**config.mk**
```make
export PLATFORM = sky130hd
export DESIGN_NAME = half_subtractor
export DESIGN_NICKNAME = d
export VERILOG_FILES = /design/src/rtl/half_subtractor.sv
export SDC_FILE = /design/constraint.sdc
export NUM_CORES = 1
export LEC_CHECK = 0
export BUFFER_PORTS_ARGS = -buffer_cell sky130_fd_sc_hd__clkbuf_2
export CORE_AREA = 2 2 39 41
export CTS_BUF_LIST = sky130_fd_sc_hd__clkbuf_2
export CTS_CLUSTER_DIAMETER = 120
export DETAILED_ROUTE_END_ITERATION = 7
export DIE_AREA = 0 0 41 43
export PLACE_DENSITY_LB_ADDON = 0.08
export REMOVE_ABC_BUFFERS = 1
export SLEW_MARGIN = 30
export SYNTH_ARGS = -nofsm -noshare
export SYNTH_HDL_FRONTEND = slang
export SYNTH_SLANG_ARGS = --single-unit
```
**constraint.sdc**
```tcl
create_clock -name clk -period 1.9 [get_ports clk]
set_input_delay 0.19 -clock clk [delete_from_list [all_inputs] [get_ports clk]]
set_output_delay 0.19 -clock clk [all_outputs]
set_load 0.02 [all_outputs]
```
**src/rtl/half_subtractor.sv**
```systemverilog
// Single-bit half subtractor: combinational X-Y with a registered
// side-path (result copy, valid strobe, saturating borrow counter).
module half_subtractor #(
    parameter int CNT_W = 8
) (
    input  logic             clk,
    input  logic             rst_n,
    input  logic             X,
    input  logic             Y,
    input  logic             en,
    output logic             diff,
    output logic             bout,
    output logic             diff_q,
    output logic             bout_q,
    output logic             valid_q,
    output logic [CNT_W-1:0] borrow_cnt
);

    logic             diff_d;
    logic             bout_d;
    logic             valid_d;
    logic [CNT_W-1:0] cnt_d;
    logic [CNT_W-1:0] cnt_q;
    logic             cnt_sat;

    // Zero-latency result, independent of clock, reset and enable
    assign diff = X ^ Y;
    assign bout = ~X & Y;

    assign cnt_sat = &cnt_q;

    // Next-state: capture on enable, count borrows without wrapping
    always_comb begin
        diff_d  = diff_q;
        bout_d  = bout_q;
        valid_d = en;
        cnt_d   = cnt_q;
        if (en) begin
            diff_d = diff;
            bout_d = bout;
            if (bout && !cnt_sat) begin
                cnt_d = cnt_q + CNT_W'(1);
            end
        end
    end

    // State registers, cleared immediately when reset asserts
    always_ff @(posedge clk or negedge rst_n) begin
        if (!rst_n) begin
            diff_q  <= 1'b0;
            bout_q  <= 1'b0;
            valid_q <= 1'b0;
            cnt_q   <= '0;
        end else begin
            diff_q  <= diff_d;
            bout_q  <= bout_d;
            valid_q <= valid_d;
            cnt_q   <= cnt_d;
        end
    end

    assign borrow_cnt = cnt_q;

endmodule

```
==> flow_summary.toml <==
[global_route]
grt_pass1_wl_um = 1770
track_usage_pct = 15.3
overflow = 0
grt_pass1_vias = 397
grt_start_max_net_pins = 12
grt_antenna_before_repair = 0

[die]
die_y_um = 43
top_level_ports = 18
core_region_area_mm2 = 0.00138
initial_utilization_pct = 40.2
num_rows = 14
fp.dieW_um = 41
area_enclosed_by_the_die_boundary_mm2 = 0.00176

[worst_setup_path]
data_arrival_time_of_the_critical_path_ps = 1750
crit_path_cell_trace = "ha_1 > and3_1 > a31o_2 > mux2_4"
critical_path.reg2reg.endpoint = "borrow_cnt[1]$_DFFE_PN0P_"
worst_r2r_startpoint = "borrow_cnt[0]$_DFFE_PN0P_"
timing.reg2reg.worst_path_depth = 4
setup.worst_path.start_class = "register"
crit_start = "borrow_cnt[0]$_DFFE_PN0P_"
worst-setup-path-type = "reg -> reg"
highest_fanout_seen_on_the_critical_path = 6
cp_data_required_time_ps = 2050
ff2ff_setup_slack_ps = 310
critical_path.max_stage_delay_ps = 430
critPathCaptureType = "register"
critical-path-slowest-cell = "dfrtp_1"

[synth]
synthArstFlopShare_pct = 100
synth.largest_area_cell = "dfrtp_1"
synth.distinct_cells = 24
synth_enable_flop_cells = 0
yosysTopAreaCellShare_pct = 49.4
synth.ff_latch_count = 11
netlist_area_before_placement_um2 = 557
ys_dominant_reg_cell = "dfrtp_1"
yosysWarnings = 0
yosysSeqAreaShare_pct = 49.4
syn-instance-count = 47
postSynthAreaPerCell_um2 = 11.8
ys_top_cells_by_area = "dfrtp_1 49%, ha_1 4.5%, mux2_2 4.0%, nand2_1 4.0%, nor4_4 3.8%"
post-synth-top-count-cell = "dfrtp_1"
synth_top_cells_by_count = "11 x dfrtp_1, 6 x nand2_1, 3 x inv_1"

[placement]
dpl.cell_count = 80
hpwl_um = 768
dp_worst_setup_slack_ps = 316
port_buffers = 17
place.gp.congestion = 0.728

[route]
postRouteAntennaNets = 0
drt-pass1-iter-count = 3
num_vias = 429
drtIter0Drc = 12
routedWlPerCell_um = 12.1
routed_wire_length_um = 1030
drc_errors = 0
drt_via_density = 5.05

[sta]
timing.final.ws_setup_ps = 305
fin_worst_hold_slack_ps = 140
post_route_fraction_of_the_period_consumed_by_the_critical_path_pct = 83.9
slew_headroom_pct = 73.4
max_slew_violation_count = 0
finalCriticalPeriod_ps = 1590
fin_tns_setup_ps = 0
skew_ps = 5.23
worst_margin_slew_ps = 388
setup-violations-final = 0
rsz0062_at_grt = "false"
timing.fmax_mhz = 627
finalHoldViolCount = 0

[power_and_ir_drop]
p_leak_nw = 0.352
vdd_drop_max_mv = 0.659
power_w = 0.000770
power.density_cell_area_mw_per_mm2 = 1110

[clock_tree]
tritoncts = "built"
post_cts_resized = 0
root_buffer = "clkbuf_2"
clkLatencyLatePin_ps = 250
cts-htree-levels = 1
post-cts-setup-buffers = 0
clk_transition_reported_paths_ps = 110
tritoncts.num_buffers = 3
cts_max_path_buffers = 2
clkSinkCount = 11

[finish]
antenna_cells_inserted = 0
layout.cells.non_filler = 85
area_delta_synth_final_pct = 24.3
nets = 77
final_layout_size_suffix_gt1_share_pct = 39.1

[outcome]
status = "finished clean"

[min_path]
holdPathStages = 1
worstHoldStart = "en"
holdPathEnd = "valid_q$_DFF_PN0_"
worstHoldPathType = "in -> reg"

[flow_run]
cap_viol_max_count = 0
==> critical path: cells and delay by family (launching register included) <==
kind            cells  cell delay, ps
simple gates        1             210
fa+ha+maj           1             280
mux                 1             300
compound gates      1             270
flops               1             430
==> cell usage in the layout, fill, tap and decap left out <==
cell type,Yosys,final
o21ai_0,1,1
nor3_1,2,2
xor2_1,1,1
mux2i_1,2,2
a31oi_1,1,1
nand2_1,6,6
a31o_2,1,1
mux2_4,1,1
o21bai_1,1,1
a2111oi_0,1,1
inv_1,3,3
ha_1,2,2
a211oi_1,1,1
nand3_4,1,1
or3_1,1,1
and3_1,2,2
mux2_2,2,2
xnor2_1,1,1
dlygate4sd3_1,0,1
dfrtp_1,11,11
a21boi_0,1,1
nor4_4,1,1
nand3_1,1,1
clkbuf_2,0,21
nand2b_1,2,2
mux2_1,1,1
==> cells by family (layout without fill, tap and decap cells) <==
group,Yosys count,count (layout),synth area share [%]
simple gates,16,16,19.3
flops,11,11,49.4
compound gates,7,7,9.22
mux,6,6,12.4
buf+inv,3,25,2.02
fa+ha+maj,2,2,4.49
xor+xnor,2,2,3.15
==> per-stage QoR <==
stage | utilization [%] | instance area [um2]
final | 50.0 | 692
after global routing | 50.0 | 692
after CTS | 50.0 | 692
after detailed placement | 47.8 | 662
after global placement | 47.8 | 662
after floorplan | - | 557
==> how the worst max path moves through the flow <==
stage                                     end  slack, ps  cells after the start
floorplan           borrow_cnt[1]$_DFFE_PN0P_        290                      4
global route        borrow_cnt[1]$_DFFE_PN0P_        250                      4
CTS                 borrow_cnt[1]$_DFFE_PN0P_        300                      4
global placement    borrow_cnt[1]$_DFFE_PN0P_        350                      4
detailed placement  borrow_cnt[1]$_DFFE_PN0P_        320                      4
finish              borrow_cnt[1]$_DFFE_PN0P_        310                      4
==> registers in the layout, summed over array words and instances, names as in the netlist <==
| name | count |
|---|---|
| borrow_cnt | 8 |
| bout_q | 1 |
| diff_q | 1 |
| valid_q | 1 |
==> routing by layer <==
metal  routed length (um)  global-route usage (%)  part of all wire, %  up-vias
li1                     -                       -                    -      211
met1                  494                    23.1                   48      201
met4                   29                    12.0                  2.8        0
met5                    0                       0                    0        -
met2                  442                    18.8                   43       13
met3                   65                    2.09                  6.3        4
==> what timing repair did <==
action,4_1_cts,5_1_grt
hold buffers,1,0
setup endpoints to repair,0,0
hold endpoints to repair,11,0
==> where the power goes <==
part / total, W / switching, W / internal (W)
registers: 0.000358 / 0.0000705 / 0.000287
logic: 0.000279 / 0.000166 / 0.000113
clock network: 0.000134 / 0.0000776 / 0.0000559
==> cell type report <==
cell class	instances	area [um2]
timing repair buffer	18	95.1
inverter	3	11.3
multi-input combinational	33	270
sequential	11	275
tap	16	20.0
fill	129	692
clock buffer	4	20.0
No activity file was read; power rests on OpenSTA's default activity.
